<file path="config.mk">
export PLATFORM = sky130hd
export DESIGN_NAME = somador_arbiter_flat
export DESIGN_NICKNAME = d
export VERILOG_FILES = /design/src/rtl/somador_arbiter_pkg.sv /design/src/rtl/somador_arbiter_if.sv /design/src/rtl/somador_arbiter_rr_picker.sv /design/src/rtl/somador_arbiter.sv /design/src/flat_wrapper.sv
export SDC_FILE = /design/constraint.sdc
export NUM_CORES = 1
export LEC_CHECK = 0
export BUFFER_PORTS_ARGS = -buffer_cell sky130_fd_sc_hd__buf_2
export CORE_MARGIN = 2
export CORE_UTILIZATION = 35
export CTS_BUF_LIST = sky130_fd_sc_hd__clkbuf_8
export DETAILED_ROUTE_END_ITERATION = 8
export GPL_TIMING_DRIVEN = 0
export PLACE_DENSITY = 0.74
export SETUP_SLACK_MARGIN = 0.2
export SLEW_MARGIN = 15
export SYNTH_ARGS = -nofsm -noshare
export SYNTH_HDL_FRONTEND = slang
export SYNTH_HIERARCHICAL = 1
export SYNTH_SLANG_ARGS = --single-unit
</file>
<file path="constraint.sdc">
create_clock -name clk -period 3.2 [get_ports clk]
set_clock_uncertainty 0.15 [all_clocks]
set_input_delay 0.32 -clock clk [delete_from_list [all_inputs] [get_ports clk]]
set_output_delay 0.32 -clock clk [all_outputs]
set_load 0.005 [all_outputs]
</file>
<file path="src/rtl/somador_arbiter_pkg.sv">
// somador_arb_pkg: shared state encoding, default sizes and clog2 helper for the arbiter
package somador_arb_pkg;
  typedef enum logic [2:0] {
    IDLE    = 3'd0,
    GRANT   = 3'd1,
    WAIT    = 3'd2,
    CAPTURE = 3'd3,
    RELEASE = 3'd4
  } state_t;
  localparam int DEF_WIDTH = 8;
  localparam int DEF_NREQ = 4;
  function automatic int clog2(input int v);
    int r = 0;
    while ((1 << r) < v) r++;
    return r;
  endfunction
endpackage

</file>
<file path="src/rtl/somador_arbiter_if.sv">
// somador_arbiter_if: requester bus and adder control signals shared by the arbiter and its clients
interface somador_arbiter_if import somador_arb_pkg::*; #(
  parameter int WIDTH = DEF_WIDTH,
  parameter int NREQ = DEF_NREQ
);
  logic [NREQ-1:0] req;
  logic [NREQ-1:0] ack;
  logic [NREQ*WIDTH-1:0] opA_bus;
  logic [NREQ*WIDTH-1:0] opB_bus;
  logic [WIDTH-1:0] res_out;
  logic [WIDTH-1:0] adder_A;
  logic [WIDTH-1:0] adder_B;
  logic [WIDTH-1:0] adder_res;
  logic [clog2(NREQ)-1:0] gnt_id;
  logic busy;
  logic err;
  logic adder_S;
  logic adder_RESET;
  logic adder_done;
  modport slave (
    input req, opA_bus, opB_bus, adder_done, adder_res,
    output ack, res_out, gnt_id, busy, err, adder_S, adder_RESET, adder_A, adder_B
  );
  modport master (
    output req, opA_bus, opB_bus, adder_done, adder_res,
    input ack, res_out, gnt_id, busy, err, adder_S, adder_RESET, adder_A, adder_B
  );
endinterface

</file>
<file path="src/rtl/somador_arbiter_rr_picker.sv">
// rr_picker: first set request searching cyclically from last+1
module rr_picker import somador_arb_pkg::*; #(
  parameter int NREQ = DEF_NREQ,
  localparam int IW = clog2(NREQ)
) (
  input  logic [NREQ-1:0] req,
  input  logic [IW-1:0]   last,
  output logic            any_req,
  output logic [IW-1:0]   next_id
);
  localparam logic [IW:0] NR = (IW + 1)'(NREQ);
  logic [IW:0] sh, s;
  logic [NREQ-1:0] rot;
  logic [IW-1:0] off;
  assign any_req = |req;
  // rotate so bit 0 is requester last+1, then the lowest set bit wins
  always_comb begin
    sh = {1'b0, last} + 1'b1;
    rot = NREQ'({req, req} >> sh);
    off = '0;
    for (int j = NREQ - 1; j >= 0; j--) off = rot[j] ? IW'(j) : off;
    s = {1'b0, last} + 1'b1 + {1'b0, off};
    next_id = (s >= NR) ? IW'(s - NR) : IW'(s);
  end
endmodule

</file>
<file path="src/rtl/somador_arbiter.sv">
// somador_arbiter: round-robin sharing of one adder among NREQ requesters; ARB_TIMEOUT_EN adds a WAIT timeout abort
module somador_arbiter import somador_arb_pkg::*; #(
  parameter int WIDTH = DEF_WIDTH,
  parameter int NREQ = DEF_NREQ,
  parameter int TIMEOUT_CYC = 32
) (
  input logic clk,
  input logic RESET,
  somador_arbiter_if.slave bus
);
  localparam int IW = clog2(NREQ);
  state_t state;
  logic [IW-1:0] last, next_id;
  logic any_req, rst_q;
  rr_picker #(.NREQ(NREQ)) u_pick (
    .req(bus.req),
    .last(last),
    .any_req(any_req),
    .next_id(next_id)
  );
`ifdef ARB_TIMEOUT_EN
  localparam int TW = clog2(TIMEOUT_CYC + 1);
  logic [TW-1:0] tcnt;
  logic to_q;
  assign bus.err = (state == CAPTURE) & to_q;
`else
  assign bus.err = 1'b0;
`endif
  assign bus.ack = (state == CAPTURE) ? NREQ'(1) << bus.gnt_id : '0;
  assign bus.busy = state != IDLE;
  assign bus.adder_S = state == GRANT;
  // the adder's done state is terminal, so it is re-armed after reset as well as after each operation
  assign bus.adder_RESET = rst_q | (state == RELEASE);
  always_ff @(posedge clk) begin
    if (RESET) begin
      state <= IDLE;
      bus.gnt_id <= '0;
      bus.adder_A <= '0;
      bus.adder_B <= '0;
      bus.res_out <= '0;
      last <= IW'(NREQ - 1);
      rst_q <= 1'b1;
`ifdef ARB_TIMEOUT_EN
      tcnt <= '0;
      to_q <= 1'b0;
`endif
    end else begin
      rst_q <= 1'b0;
      case (state)
        IDLE: if (any_req) begin
          state <= GRANT;
          bus.gnt_id <= next_id;
          bus.adder_A <= bus.opA_bus[int'(next_id)*WIDTH +: WIDTH];
          bus.adder_B <= bus.opB_bus[int'(next_id)*WIDTH +: WIDTH];
        end
        GRANT: begin
          state <= WAIT;
`ifdef ARB_TIMEOUT_EN
          tcnt <= '0;
`endif
        end
        WAIT: if (bus.adder_done) begin
          bus.res_out <= bus.adder_res;
          state <= CAPTURE;
        end
`ifdef ARB_TIMEOUT_EN
        else if (tcnt == TW'(TIMEOUT_CYC)) begin
          bus.res_out <= '0;
          to_q <= 1'b1;
          state <= CAPTURE;
        end else tcnt <= tcnt + 1'b1;
`endif
        CAPTURE: begin
          last <= bus.gnt_id;
          state <= RELEASE;
        end
        RELEASE: begin
          state <= IDLE;
`ifdef ARB_TIMEOUT_EN
          to_q <= 1'b0;
`endif
        end
        default: state <= IDLE;
      endcase
    end
  end
endmodule

</file>
<file path="src/flat_wrapper.sv">
// flat-port wrapper written by rule: the top's interface ports become plain ports
module somador_arbiter_flat import somador_arb_pkg::*;
#(
  parameter int WIDTH = DEF_WIDTH,
  parameter int NREQ = DEF_NREQ,
  parameter int TIMEOUT_CYC = 32
)
  (clk, RESET, bus_req, bus_opA_bus, bus_opB_bus, bus_adder_done, bus_adder_res, bus_ack, bus_res_out, bus_gnt_id, bus_busy, bus_err, bus_adder_S, bus_adder_RESET, bus_adder_A, bus_adder_B);
  somador_arbiter_if #(.WIDTH(WIDTH), .NREQ(NREQ)) bus_i ();
  input logic clk;
  input logic RESET;
  input wire logic [$bits(bus_i.req)-1:0] bus_req;
  input wire logic [$bits(bus_i.opA_bus)-1:0] bus_opA_bus;
  input wire logic [$bits(bus_i.opB_bus)-1:0] bus_opB_bus;
  input wire logic [$bits(bus_i.adder_done)-1:0] bus_adder_done;
  input wire logic [$bits(bus_i.adder_res)-1:0] bus_adder_res;
  output wire logic [$bits(bus_i.ack)-1:0] bus_ack;
  output wire logic [$bits(bus_i.res_out)-1:0] bus_res_out;
  output wire logic [$bits(bus_i.gnt_id)-1:0] bus_gnt_id;
  output wire logic [$bits(bus_i.busy)-1:0] bus_busy;
  output wire logic [$bits(bus_i.err)-1:0] bus_err;
  output wire logic [$bits(bus_i.adder_S)-1:0] bus_adder_S;
  output wire logic [$bits(bus_i.adder_RESET)-1:0] bus_adder_RESET;
  output wire logic [$bits(bus_i.adder_A)-1:0] bus_adder_A;
  output wire logic [$bits(bus_i.adder_B)-1:0] bus_adder_B;
  assign bus_i.req = bus_req;
  assign bus_i.opA_bus = bus_opA_bus;
  assign bus_i.opB_bus = bus_opB_bus;
  assign bus_i.adder_done = bus_adder_done;
  assign bus_i.adder_res = bus_adder_res;
  assign bus_ack = bus_i.ack;
  assign bus_res_out = bus_i.res_out;
  assign bus_gnt_id = bus_i.gnt_id;
  assign bus_busy = bus_i.busy;
  assign bus_err = bus_i.err;
  assign bus_adder_S = bus_i.adder_S;
  assign bus_adder_RESET = bus_i.adder_RESET;
  assign bus_adder_A = bus_i.adder_A;
  assign bus_adder_B = bus_i.adder_B;
  somador_arbiter #(.WIDTH(WIDTH), .NREQ(NREQ), .TIMEOUT_CYC(TIMEOUT_CYC)) u_core (.clk(clk), .RESET(RESET), .bus(bus_i));
endmodule
</file>
==> summary.md, run 1 <==
| Metric | Value |
|---|---|
| Status | finished clean |
| Switching pwr | roughly 490 uW |
| Fmax | 359 MHz |
| Worst EP arrival | 2.80 ns |
| Die Y | roughly 74 um |
| Die W | 74.1 um |
| Commonest non-fill, non-tap cell in the layout | buf_2 |
| Longest Clk Path Bufs | 2 |
| Filler cells | 447 |
| DRC | 0 |
| Cell variety after synth | 39 |
| Slowest cell on crit path | mux4_2 |
| Synth Instances | 149 |
| Switch share | 0.316 |
| Syn Std Cell Area | between 1500 and 2000 sq um |
| Routability cong. | 0.672 |
| Area occupied by multi-input gates | 966 sq um |
| Final wirelength | about 4500 um |
| Final setup TNS | 0 ns |
| Total CTS buffers | 5 |
| PortBufs | 110 |
| Hold Slack | 0.126 ns |
| PwrDens | 637 nW/um^2 |
| Final min period | between 2 and 3 ns |
| P_int | roughly 1.1 mW |
| Register area share after synthesis | 0.373 |
| RSZ-0062 raised after global routing | false |
| Ant diodes | 0 |
| Vias in the first global route | 1489 |
| DIE AREA | 5490 sq um |
| Initial antenna violation count | 0 |
| Delay of the slowest critical-path stage | 0.54 ns |
| Share of total power in the clock network | 0.195 |
| Crit path top cell by count | buf_4 |
| Core Region | 4720 sq um |
| Share of cells above drive strength 1 | 0.551 |
| Slew Limit Fails | 0 |
| Mean Syn Cell Area | 11.5 sq um |
| ANT nets after route | 0 |
| H-tree depth | 2 |
| Synth Flop Type | dfxtp_1 |
| DR vias | 1605 |
| Initial drt markers | 31 |
| Final count of hold timing violations | 0 |
| Cell Chain, Critical Path | or2b_1 -> o221ai_1 -> o21ai_0 -> ha_1 -> inv_1 -> buf_4 -> buf_4 -> mux4_2 -> a22o_1 |
| Crit. End Element | flop |
| FF+latch area | roughly 640 sq um |
| Final #Nets | 346 |
| Comb pwr share | 0.447 |
| Final HPWL DP | 3670 um |
| Worst hold path class | input pin to flop |
| Syn Nets | 229 |
| Max FO, Critical Path | 10 |
| Leak | roughly 1.2 nW |
| Critical path class | flop to flop |
| Total chip power | 1.56 mW |
| Async set or reset register ratio after synthesis | 0 |
| Global-route wire length before repair | ~6500 um |
| CTS tree | done |
| TritonRoute pass-1 iters | 4 |
| Final worst-path cycle share | 0.871 |
| Worst-path clk slew | ~0.06 ns |
| Most frequent cells in the layout | buf_2 (116), dfxtp_1 (32), mux4_2 (16), a22o_1 (16), nor2_1 (15) |
| Largest net degree at the start of global routing | 18 |
| Startpoint types | flop |
| Sequential power share | 0.358 |
| DR vias/cell | around 4.8 |
| Worst EP required | about 3.2 ns |
| GRT Util Overall | 0.154 |
| DR WL/cell | 13.4 um |
| GRT overflow | 0 |
| CTS Root Cell | clkbuf_8 |
| Row cnt | 25 |
| Ports | about 110 |
| Worst-Skew Late Latency | 0.27 ns |
| CTS sink cnt | 32 |
| VDD IR max | ~0.0003 V |
| EDFF count, synth | 0 |
| Max-Cap Viols | 0 |
| P&R area growth vs syn | 42.5% |
| Setup violators final | 0 |
| Synthesis Warnings | 6 |
| Starting Density | 0.364 |
| Yosys reg bits | 32 |
[power groups by stage]
stage	sequential (mW)	clock [mW]	combinational, mW
after floorplan	0.570	0	0.478
after global placement	0.564	0	0.694
after detailed placement	0.569	0	0.706
after CTS	0.561	0.317	0.706
after global routing	0.575	0.337	0.757
final	0.559	0.304	0.697
[cell usage after synthesis, types with 2 or more instances]
library cell / count / share of area
a22o_1: 16 / 0.082
mux4_2: 16 / 0.21
dfxtp_1: 32 / 0.37
mux2i_1: 11 / 0.064
inv_1: 4 / 0.0087
nor2b_1: 2 / 0.0073
nor3_1: 4 / 0.012
buf_4: 3 / 0.013
nor3b_1: 2 / 0.0087
nand2_1: 6 / 0.013
nor2_1: 15 / 0.033
nand3b_1: 3 / 0.013
buf_6: 2 / 0.013
xnor2_1: 3 / 0.015
buf_2: 6 / 0.017
[stage by stage]
step / utilization / instances / cell area, sq um / worst slack, ns
after detailed placement: 0.498 / 326 / 2350 / 0.117
after floorplan: - / 149 / 1720 / 0.507
after global routing: 0.519 / 334 / 2450 / 0.249
after global placement: 0.498 / 326 / 2350 / 0.128
final: 0.519 / 334 / 2450 / 0.413
after CTS: 0.519 / 334 / 2450 / 0.399
[cells by family (layout without fill, tap and decap cells)]
group	count (synthesis)	count (layout)	share of synthesized area
AO/OA/AOI/OAI	25	25	0.122
other	1	1	0.00218
buffers and inverters	18	136	0.0655
multiplexers	27	27	0.274
flip-flops	32	32	0.373
XOR/XNOR	3	3	0.0153
AND/OR/NAND/NOR	42	42	0.142
adder cells (fa/ha/maj)	1	1	0.00728
[what timing repair did]
action	4_1_cts	5_1_grt
endpoints found under the hold margin	1	0
buffers inserted	0	0
setup endpoints to repair	9	0
resized for setup	0	0
hold buffers	1	0
[layer usage]
metal  vias up  track usage  wire, um
li1        794            -         -
met5         -            0         0
met3         6       0.0447       335
met1       741        0.161      1700
met4         0       0.0485        36
met2        64        0.295      2390
[critical path: cells and delay by family, from the launching register on]
family	cells	cell delay (ns)
AO/OA/AOI/OAI	3	0.48
adder cells (fa/ha/maj)	1	0.28
buffers and inverters	3	0.48
flip-flops	1	0.44
multiplexers	1	0.54
AND/OR/NAND/NOR	1	0.29
[area by class of cell]
class	instances	area share
clock buffer	6	0.0337
clock inverter	2	0.00306
sequential	32	0.261
buffer	13	0.0383
timing repair buffer	111	0.229
tap	67	0.0342
inverter	4	0.00613
multi-input combinational	99	0.394
[final timing paths]
check             slack (ns)                    end  cells after the start                  start
setup reg to reg        0.41  u_core/bus.adder_A[1]                      9         u_core/last[1]
hold reg to reg         0.32  u_core/bus.adder_B[3]                      1  u_core/bus.adder_B[3]
hold / removal          0.13  u_core/bus.res_out[6]                      3       bus_adder_res[6]
setup / recovery        0.41  u_core/bus.adder_A[1]                      9         u_core/last[1]
[registers in the layout (all words and copies together) (netlist names)]
signal,cells
u_core/bus.adder_A,8
u_core/bus.adder_B,8
u_core/bus.gnt_id,2
u_core/bus.res_out,8
u_core/last,2
u_core/rst_q,1
u_core/state,3
Power figures use the tool's default switching activity.
==> inputs of run 2 (changes only) <==
- CORE_UTILIZATION: 35 -> 43
- PLACE_DENSITY: 0.74 -> 0.87
- RECOVER_POWER: unset -> 50
- TNS_END_PERCENT: unset -> 10
==> summary.md, run 2 (synthesis gave the netlist of run 1 again) <==
| Metric | Value |
|---|---|
| Final worst-path cycle share | 0.862 |
| Commonest non-fill, non-tap cell in the layout | buf_2 |
| Max FO, Critical Path | 17 |
| Final min period | between 2 and 3 ns |
| Biggest registers after layout | u_core/bus.adder_A: 8 flops, u_core/bus.adder_B: 8 flops, u_core/bus.res_out: 8 flops |
| Most frequent cells in the layout | buf_2 (100), dfxtp_1 (32), clkbuf_1 (17) |
| Worst R2R Path Depth | 9 |
| Hold depth | 1 |
| Vias in the first global route | 1502 |
| DR vias | 1609 |
| Worst Tran Pin Value | 0.585 ns |
| DRC | 0 |
| Routability cong. | 0.753 |
| Leak | 1.15 nW |
| DR WL/cell | 14.5 um |
| Row cnt | 22 |
| ANT nets after route | 0 |
| Final HPWL DP | 3690 um |
| Die Y | roughly 67 um |
| Final count of hold timing violations | 0 |
| PwrDens | about 640 nW/um^2 |
| Crit path top cell by count | xnor2_1 |
| Post-CTS sizing | 0 |
| Initial drt markers | 72 |
| Final instance area | 2380 sq um |
| Cell Chain, Critical Path | or2b_1 -> o221ai_1 -> o21ai_0 -> ha_1 -> xnor2_1 -> xnor2_1 -> buf_2 -> mux4_2 -> a22o_1 |
| Worst-Skew Late Latency | 0.26 ns |
| Share of cells above drive strength 1 | 0.494 |
| H-tree depth | 2 |
| Critical path class | flop to flop |
| Worst slew margin | 0.610 |
| Global-route wire length before repair | 6980 um |
| Delay of the slowest critical-path stage | 0.46 ns |
| P&R area growth vs syn | 38.4% |
| Final #Nets | around 350 |
| Placement Cell Area | 2330 sq um |
| Fin util | 0.635 |
| CTS tree | done |
| Cell family with most CP delay | compound AO/OA/AOI/OAI gates |
| Hold path start | RESET |
| Fmax | around 360 MHz |
| Slowest cell on crit path | dfxtp_1 |
| DIE AREA | 4520 sq um |
| DR vias/cell | 5.17 |
| CTS Root Cell | clkbuf_8 |
| Worst path depth | 9 |
| CTS sink cnt | 32 |
| Final setup TNS | 0 ns |
| Status | finished clean |
| RSZ-0062 raised after global routing | false |
| Longest Clk Path Bufs | 2 |
| Setup crit start | u_core/last[1] |
| TritonRoute pass-1 iters | 4 |
| Ant diodes | 0 |
| Final wirelength | 4520 um |
| Total CTS buffers | 5 |
| Die W | approximately 67 um |
| Worst EP arrival | 2.77 ns |
| Largest net degree at the start of global routing | 18 |
| Startpoint types | flop |
| PortBufs | 110 |
| Bufs and invs on worst path | 1 |
| Worst-path clk slew | 0.06 ns |
| Hold Slack | between 0.015 and 0.02 ns |
| Ports | 113 |
| GRT Util Overall | 0.207 |
| Crit. End Element | flop |
| Starting Density | 0.459 |
| Setup violators final | 0 |
| Worst EP required | between 3 and 4 ns |
| Reg2reg start | u_core/last[1] |
| Initial antenna violation count | 0 |
| GRT overflow | 0 |
| Core Region | ~3700 sq um |
| Hold buffer count at cts | 0 |
| Worst hold path class | input pin to flop |
| Slew Limit Fails | 0 |
| VDD IR max | 0.000400 V |
| Max-Cap Viols | 0 |
| Setup bufs post-CTS | 0 |
[run 2: changes by cell type in the layout (fill, tap and decap cells not counted)]
cell / change
buf_2: -16
buf_4: -1
buf_6: +1
clkbuf_1: +16
clkbuf_8: -1
dlygate4sd3_1: -1
inv_1: -2
[run 2: where the power goes]
part | total (mW) | internal (mW) | switching (mW)
combinational | 0.689 | 0.387 | 0.302
clock | 0.264 | 0.140 | 0.124
sequential | 0.566 | 0.500 | 0.0658
total | 1.52 | 1.03 | 0.492
[run 2: cell type report]
class,count,area (sq um)
Buffer,13,95.1
Clock buffer,5,68.8
Fill cell,354,1370
Inverter,4,15.0
Multi-Input combinational cell,99,966
Sequential cell,32,641
Tap cell,48,60.1
Timing Repair Buffer,110,533
[run 2: metrics by stage]
step,power [mW],std cells,setup WS (ns)
after floorplan,1.05,149,0.507
after global placement,1.25,307,0.139
after detailed placement,1.28,307,0.0635
after CTS,1.54,311,0.370
after global routing,1.63,311,0.225
final,1.52,311,0.442
[run 2: routing by layer]
layer | GRT usage | routed length (um) | vias up
li1 | - | - | 789
met5 | 0 | 0 | -
met1 | 0.233 | 1780 | 748
met3 | 0.0750 | 380 | 4
met2 | 0.374 | 2330 | 68
met4 | 0.0459 | 25 | 0
[run 2: final timing paths]
path,to,slack (ns)
worst max-delay path,u_core/bus.adder_B[0],0.44
worst min-delay path,u_core/rst_q,0.02
worst max register to register,u_core/bus.adder_B[0],0.44
worst min register to register,u_core/bus.adder_B[7],0.33
==> inputs of run 3 (changes only) <==
- CORE_MARGIN: 2 -> unset
==> summary.md, run 3 (synthesis gave the netlist of run 1 again) <==
| Metric | Value |
|---|---|
| GRT overflow | 0 |
| Cell Chain, Critical Path | or2b_1 -> o221ai_1 -> o21ai_0 -> ha_1 -> xnor2_1 -> xnor2_1 -> buf_2 -> clkbuf_4 -> mux4_2 -> a22o_1 |
| CTS tree | done |
| Setup bufs post-CTS | 0 |
| Worst EP required | 3.21 ns |
| Delay of the slowest critical-path stage | 0.39 ns |
| Worst-path clk slew | 0.06 ns |
| Routability cong. | 0.723 |
| Placement Cell Area | 2330 sq um |
| DR WL/cell | 13.6 um |
| Final instance area | 2420 sq um |
| Area occupied by multi-input gates | between 900 and 1000 sq um |
| Worst hold path class | input pin to flop |
| CTS sink cnt | 32 |
| Leak | 1.19 nW |
| CTS Root Cell | clkbuf_8 |
| Hold Slack | 0.134 ns |
| P&R area growth vs syn | 40.8% |
| Setup violators final | 0 |
| Longest Clk Path Bufs | 2 |
| GRT Util Overall | 0.209 |
| DIE AREA | 4250 sq um |
| Ports | between 100 and 150 |
| Filler cells | between 300 and 400 |
| Die W | between 60 and 70 um |
| Final count of hold timing violations | 0 |
| Critical path class | flop to flop |
| Final wirelength | 4290 um |
| Post-Place Cells | 307 |
| Vias in the first global route | about 1600 |
| DRC | 0 |
| Initial drt markers | 61 |
| Row cnt | 22 |
| Finished Layout Cells | ~320 |
| VDD IR max | 0.000375 V |
| Status | finished clean |
| Ant diodes | 0 |
| Slew Limit Fails | 0 |
| Slowest cell on crit path | dfxtp_2 |
| Fmax | approximately 370 MHz |
| Most frequent cells in the layout | buf_2 (104), dfxtp_1 (31), mux4_2 (16), a22o_1 (16), nor2_1 (15) |
| Biggest registers after layout | u_core/bus.adder_A: 8 flops, u_core/bus.adder_B: 8 flops, u_core/bus.res_out: 8 flops |
| DR vias | 1633 |
| Worst-Skew Late Latency | 0.28 ns |
| Final setup TNS | 0 ns |
| Crit path top cell by count | xnor2_1 |
| Initial antenna violation count | 0 |
| Final worst-path cycle share | 0.847 |
| Crit. End Element | flop |
| Final #Nets | 347 |
| Final HPWL DP | 3390 um |
| Max-Cap Viols | 0 |
| Starting Density | 0.459 |
| PwrDens | between 600 and 700 nW/um^2 |
| Share of cells above drive strength 1 | 0.511 |
| Die Y | 65.2 um |
| DR vias/cell | 5.17 |
| Total chip power | 1.56 mW |
| TritonRoute pass-1 iters | 4 |
| Worst EP arrival | 2.72 ns |
| Total CTS buffers | 5 |
| RSZ-0062 raised after global routing | false |
| Global-route wire length before repair | 6780 um |
| Final min period | 2.71 ns |
| PortBufs | 110 |
| FF+latch area | around 640 sq um |
| ANT nets after route | 0 |
| Largest net degree at the start of global routing | 11 |
| Core Region | 3740 sq um |
| Startpoint types | flop |
| Commonest non-fill, non-tap cell in the layout | buf_2 |
| Place WS | approximately 0.098 ns |
| H-tree depth | 2 |
| Max FO, Critical Path | 10 |
| Fin util | 0.646 |
| PnR worst setup slack | 0.489 ns |
[run 3: cell types whose count changed in the layout (fill, tap and decap cells not counted)]
| cell | before | now |
|---|---|---|
| buf_4 | 2 | 3 |
| dfxtp_1 | 32 | 31 |
| clkbuf_1 | 17 | 13 |
| clkbuf_4 | 0 | 1 |
| buf_2 | 100 | 104 |
| clkbuf_8 | 5 | 6 |
| inv_1 | 4 | 6 |
| buf_6 | 3 | 2 |
| dfxtp_2 | 0 | 1 |
| dlygate4sd3_1 | 0 | 1 |
[run 3: metal layers]
metal,routed length [um],up-vias,part of all wire,GRT usage
met3,292,8,0.068,0.0660
met1,1770,766,0.41,0.226
met4,49,0,0.011,0.0924
met5,0,-,0,0
li1,-,793,-,-
met2,2180,66,0.51,0.370
[run 3: timing repair]
item                                   CTS  global route
setup endpoints to repair                9             3
hold buffers                             1             0
endpoints found under the hold margin    1             0
gates resized for setup                  1             2
[run 3: report_power, final]
| part | switching, mW | total (mW) | internal (mW) |
|---|---|---|---|
| Sequential | 0.0645 | 0.565 | 0.500 |
| Clock | 0.135 | 0.304 | 0.169 |
| Combinational | 0.300 | 0.695 | 0.394 |
[run 3: final timing paths]
path / cells past startpoint / slack (ns) / endpoint / start
worst max-delay path: 10 / 0.49 / u_core/bus.adder_A[2] / u_core/last[1]
worst min register to register: 1 / 0.33 / u_core/bus.adder_A[0] / u_core/bus.adder_A[0]
worst max register to register: 10 / 0.49 / u_core/bus.adder_A[2] / u_core/last[1]
worst min-delay path: 3 / 0.13 / u_core/bus.res_out[0] / bus_adder_res[0]
[run 3: layout make-up]
| class | instances | area share |
|---|---|---|
| multi-input cells | 99 | 0.399 |
| flip-flops and latches | 32 | 0.265 |
| well taps | 48 | 0.0248 |
| repair buffers | 111 | 0.226 |
| clock inverters | 2 | 0.00310 |
| inverters | 4 | 0.00620 |
| plain buffers | 14 | 0.0414 |
| clock buffers | 6 | 0.0341 |
[run 3: worst max-delay path: cells and delay by family, from the launching register on]
kind,cells,cell delay (ns)
buffers and inverters,2,0.49
AOI/OAI and AO/OA,3,0.48
and+or+nand+nor,1,0.27
DFF,1,0.39
xor gates and xnor gates,2,0.29
muxes,1,0.32
adders and majority gates,1,0.20
